## src/rtl/pwm_pkg.sv

```systemverilog
// rtl/pwm_pkg.sv - shared PWM frame constants and capture FSM encodings
package pwm_pkg;

  localparam int PWM_PERIOD      = 255;
  localparam int DEFAULT_TIMEOUT = 4 * PWM_PERIOD;

  localparam logic [1:0] ACQ  = 2'd0;
  localparam logic [1:0] HIGH = 2'd1;
  localparam logic [1:0] LOW  = 2'd2;

  typedef enum logic [1:0] {
    ST_ACQ  = ACQ,
    ST_HIGH = HIGH,
    ST_LOW  = LOW
  } cap_state_t;

endpackage

```

## src/rtl/pwm_sync_edge.sv

```systemverilog
// rtl/pwm_sync_edge.sv - 2-FF synchronizer plus delay stage with edge detect
module pwm_sync_edge #(
  parameter logic RESET_VAL = 1'b1
) (
  input  logic clk,
  input  logic rstn,
  input  logic i_pwm,
  output logic o_pwm_s,
  output logic o_rise,
  output logic o_fall
);

  logic r_meta;
  logic r_sync;
  logic r_dly;

  // All stages share one reset value so a high input at release is not a rise.
  always_ff @(posedge clk) begin
    if (!rstn) begin
      r_meta <= RESET_VAL;
      r_sync <= RESET_VAL;
      r_dly  <= RESET_VAL;
    end else begin
      r_meta <= i_pwm;
      r_sync <= r_meta;
      r_dly  <= r_sync;
    end
  end

  assign o_pwm_s = r_sync;
  assign o_rise  = r_sync & ~r_dly;
  assign o_fall  = ~r_sync & r_dly;

endmodule

```

## src/rtl/pwm_capture.sv

```systemverilog
// rtl/pwm_capture.sv - PWM high-time / period / level capture with stuck detection
module pwm_capture
  import pwm_pkg::*;
#(
  parameter int WIDTH   = 10,
  parameter int PERIOD  = PWM_PERIOD,
  parameter int TIMEOUT = DEFAULT_TIMEOUT
) (
  input  logic             clk,
  input  logic             rstn,
  input  logic             i_pwm_in,
  output logic             o_valid,
  output logic [WIDTH-1:0] o_high_cycles,
  output logic [WIDTH-1:0] o_period_cycles,
  output logic [7:0]       o_level,
  output logic             o_period_ok,
  output logic             o_stuck,
  output logic             o_stuck_val
);

  localparam logic [WIDTH-1:0] CNT_TIMEOUT = WIDTH'(TIMEOUT);
  localparam logic [WIDTH-1:0] CNT_PERIOD  = WIDTH'(PERIOD);
  localparam logic [WIDTH-1:0] CNT_SAT     = WIDTH'(255);

  logic             w_pwm_s;
  logic             w_rise;
  logic             w_fall;
  logic             w_timeout;
  logic             w_publish;
  logic             w_latch_high;
  logic             w_clear_high;
  logic [7:0]       w_level_sat;
  cap_state_t       r_state;
  cap_state_t       w_state_nxt;
  logic [WIDTH-1:0] r_cnt;
  logic [WIDTH-1:0] r_high_lat;

  pwm_sync_edge #(.RESET_VAL(1'b1)) u_sync (
    .clk     (clk),
    .rstn    (rstn),
    .i_pwm   (i_pwm_in),
    .o_pwm_s (w_pwm_s),
    .o_rise  (w_rise),
    .o_fall  (w_fall)
  );

  // A rise landing on the timeout cycle wins and is measured normally.
  assign w_timeout   = (r_cnt == CNT_TIMEOUT) && !w_rise;
  assign w_level_sat = (r_high_lat > CNT_SAT) ? 8'hFF : r_high_lat[7:0];

  always_ff @(posedge clk) begin
    if (!rstn) r_state <= ST_ACQ;
    else       r_state <= w_state_nxt;
  end

  always_comb begin
    w_state_nxt  = r_state;
    w_publish    = 1'b0;
    w_latch_high = 1'b0;
    w_clear_high = 1'b0;
    if (w_rise) begin
      w_state_nxt  = ST_HIGH;
      w_publish    = (r_state == ST_LOW);
      w_clear_high = (r_state == ST_ACQ);
    end else if (w_timeout) begin
      w_state_nxt = ST_ACQ;
    end else if (w_fall && r_state == ST_HIGH) begin
      w_latch_high = 1'b1;
      w_state_nxt  = ST_LOW;
    end
  end

  // cnt holds the number of cycles since the last rise; timeout restarts it.
  always_ff @(posedge clk) begin
    if (!rstn)          r_cnt <= '0;
    else if (w_rise)    r_cnt <= WIDTH'(1);
    else if (w_timeout) r_cnt <= '0;
    else                r_cnt <= r_cnt + WIDTH'(1);
  end

  always_ff @(posedge clk) begin
    if (!rstn)             r_high_lat <= '0;
    else if (w_clear_high) r_high_lat <= '0;
    else if (w_latch_high) r_high_lat <= r_cnt;
  end

  always_ff @(posedge clk) begin
    if (!rstn) begin
      o_valid         <= 1'b0;
      o_high_cycles   <= '0;
      o_period_cycles <= '0;
      o_level         <= 8'd0;
      o_period_ok     <= 1'b0;
      o_stuck         <= 1'b0;
      o_stuck_val     <= 1'b0;
    end else begin
      o_valid <= 1'b0;
      if (w_publish) begin
        o_valid         <= 1'b1;
        o_high_cycles   <= r_high_lat;
        o_period_cycles <= r_cnt;
        o_level         <= w_level_sat;
        o_period_ok     <= (r_cnt == CNT_PERIOD);
        o_stuck         <= 1'b0;
      end else if (w_timeout) begin
        o_valid         <= 1'b1;
        o_high_cycles   <= '0;
        o_period_cycles <= '0;
        o_level         <= {8{w_pwm_s}};
        o_period_ok     <= 1'b0;
        o_stuck         <= 1'b1;
        o_stuck_val     <= w_pwm_s;
      end
    end
  end

endmodule

```

## config.mk

```make
export PLATFORM = sky130hd
export DESIGN_NAME = pwm_capture
export DESIGN_NICKNAME = d
export VERILOG_FILES = /design/src/rtl/pwm_pkg.sv /design/src/rtl/pwm_sync_edge.sv /design/src/rtl/pwm_capture.sv
export SDC_FILE = /design/constraint.sdc
export NUM_CORES = 1
export LEC_CHECK = 0
export CAP_MARGIN = 10
export CORE_MARGIN = 2
export CORE_UTILIZATION = 35
export CTS_CLUSTER_DIAMETER = 80
export DETAILED_ROUTE_END_ITERATION = 8
export GPL_ROUTABILITY_DRIVEN = 0
export GPL_TIMING_DRIVEN = 0
export MAX_ROUTING_LAYER = met4
export PLACE_DENSITY_LB_ADDON = 0.3
export SLEW_MARGIN = 5
export SYNTH_ARGS = -nofsm -noshare
export SYNTH_HDL_FRONTEND = slang
export SYNTH_SLANG_ARGS = --single-unit
```

## constraint.sdc

```tcl
create_clock -name clk -period 1.66 [get_ports clk]
set_clock_uncertainty 0.15 [all_clocks]
set_input_delay 0.498 -clock clk [delete_from_list [all_inputs] [get_ports clk]]
set_output_delay 0.498 -clock clk [all_outputs]
set_load 0.01 [all_outputs]
```

==> metrics.txt <==
status=finished clean; critical path class=flip-flop to flip-flop; Die X=around 83 µm; most frequent cells in the layout=45 x dfxtp_1, 33 x dlygate4sd2_1, 29 x nand2_1; post-route ant nets=0; clk_lat worst skew=roughly 330 ps; first-pass GRT wire length=~8200 µm; R2R Path Start=u_sync.r_dly; worst setup path end=o_high_cycles[5]; WP data arrival=roughly 1700 ps; worst-path maximum fanout=6; Post-CTS Hold Fix Bufs=0; mapped cell area=between 2000 and 2500 µm²; GRT Residual Overflow=0; crit end category=flip-flop; cell taking the most area after synthesis=dfxtp_1; R2R depth=6; port bufs=34; CP Launch Point=u_sync.r_dly; clock sink count=57; sequential area share after synthesis=0.5161; Initial Utilization=0.3669; Post-synth ARST share=0; Max Slew Vio Count=0; transition time at the pin with the least slew margin=between 400 and 500 ps; area of the multi-input gates=between 900 and 1000 µm²; Worst-path clk slew=60 ps; Top FF cell, synth=dfxtp_1; register area=around 1200 µm²; vias in the first global route=around 1.7k; Tcrit/Tclk final=0.9863; worst hold margin=around 280 ps; R2R Path End=o_high_cycles[5]; H-tree Lvls=3; commonest non-fill, non-tap cell in the layout=dfxtp_1; Hold WC Path Type=flip-flop to flip-flop; syn_area_per_cell=10.43 µm²; drt wl/cell=14.02 µm; vias post-DR=approximately 1.7k; unrepaired setup endpoints after global routing=true; drc violations=0; count of final setup violators=0; Worst EP required=between 1500 and 2000 ps; Filler Cells Inserted=slightly below 600; CTS tree=done; final wirelength=4879 µm; cts bufs inserted=9; r2r setup slk=approximately 23 ps; final hold viol count=0; Slew Limit Headroom=0.7038; synthesis-stage register bit count=57; initial drt markers=79; CTS Buffer Depth=2; Tmin final=1637 ps; PwrDens=946.3 nW/µm²; DR pass1 iterations=4; antenna diode count=0; HPWL Detailed=3065 µm; critical path launch point type=flip-flop; Fmax=slightly above 0.6 GHz; layout cells sized above 1=0.2271; initial antenna violation count=0; gr usage total=0.1539; Post-Syn Nets=approximately 220; YS warnings=0; # nets final=between 200 and 300; synth-to-layout area growth=33.84%; Cells after Synth=between 200 and 250; IO Pins=35; largest net degree at the start of global routing=12; Synth top area share=0.5161; die area=6969 µm²; core area=approximately 6000 µm²; Rows=28; die span in y=roughly 83 µm; MaxCap Viol Count=0; VDD IR max=0.0006335 V; via density per instance=between 4 and 5; Leak Pwr=between 1 and 1.5 nW; utilization after layout=0.4911; clock tree root driver cell=clkbuf_8; number of synthesized flops with an enable pin=0; library cells used by synthesis=39; ranking of synthesized cells by area=dfxtp_1 52%, a22o_1 8.3%, mux2i_1 7.7%
## registers in the layout, indices dropped and copies added (netlist names)
register         flops
o_high_cycles       10
o_period_cycles     10
r_cnt               10
r_high_lat          10
o_level              8
r_state              2
o_period_ok          1
o_stuck              1
o_stuck_val          1
o_valid              1
u_sync.o_pwm_s       1
u_sync.r_dly         1
u_sync.r_meta        1
## metal layers
layer / wire, µm / track usage / share of wire
met5: 0 / - / 0
met3: 277 / 0.06726 / 0.057
met2: 2028 / 0.2170 / 0.42
met4: 99 / 0.06305 / 0.020
met1: 2473 / 0.1929 / 0.51
## cell type report
type | instances | area share
clock buffers | 12 | 0.05243
plain buffers | 11 | 0.02495
clock inverters | 3 | 0.01353
multi-input cells | 135 | 0.3336
well taps | 75 | 0.03171
repair buffers | 49 | 0.1429
inverters | 6 | 0.007611
flip-flops and latches | 57 | 0.3932
## logic make-up after synthesis
| kind of cell | Yosys count | share of synthesized area |
|---|---|---|
| adder cells (fa/ha/maj) | 2 | 0.01132 |
| AND/OR/NAND/NOR | 61 | 0.1375 |
| AO/OA/AOI/OAI | 48 | 0.1811 |
| buffers and inverters | 20 | 0.04923 |
| flip-flops | 57 | 0.5161 |
| XOR/XNOR | 7 | 0.02773 |
| multiplexers | 17 | 0.07697 |
## worst min-delay path by stage
stage	depth (start not counted)	slack (ps)	to	from
after global placement	1	250	u_sync.o_pwm_s	u_sync.r_meta
after detailed placement	1	270	u_sync.o_pwm_s	u_sync.r_meta
after global routing	1	300	u_sync.o_pwm_s	u_sync.r_meta
after CTS	1	280	u_sync.o_pwm_s	u_sync.r_meta
after floorplan	1	240	u_sync.o_pwm_s	u_sync.r_meta
final	1	280	u_sync.o_pwm_s	u_sync.r_meta
## power by group
group          total (W)  internal [W]  switching (W)
clock            0.00129      0.000761       0.000524
combinational   0.000124     0.0000559      0.0000679
sequential       0.00139       0.00138      0.0000126
## Yosys cell counts, types with 2 or more instances
cell type and instances:
xnor2_1 4, clkbuf_1 7, buf_2 3, nand3_1 4, nand2_1 29, o211ai_1 8, ha_1 2, o21ai_0 3
a22o_1 21, nor3_1 3, mux2i_1 17, buf_6 4, nand2b_1 3, a21oi_1 4, nor2_1 12, inv_1 6
xor2_1 3, dfxtp_1 57, a21oi_2 2
## stage by stage
stage               cells  cell area (µm²)  TNS, ps  total power (W)  worst slack, ps
finish                348             2959        0         0.002800            22.80
global route          348             2959   -439.6         0.002906           -56.78
CTS                   345             2908        0         0.002823            3.424
detailed placement    321             2646   -23140         0.001517           -624.0
global placement      321             2646   -22560         0.001517           -600.8
floorplan             212             2212        0         0.001488            1.322
## worst max-delay path, stage by stage, from the launching register on
cell and delay [ps]:
dfxtp_4 370, nand2b_4 140, and4_4 310, a211oi_4 80, buf_6 130, buf_6 120
a22o_1 220
## repair_timing
action	in CTS	in global routing
setup buffers	10	3
pin swaps	6	12
gates cloned	2	0
resized for setup	54	13
endpoints found under the setup margin	82	49
Note: power is estimated with default switching activity, not from simulation.
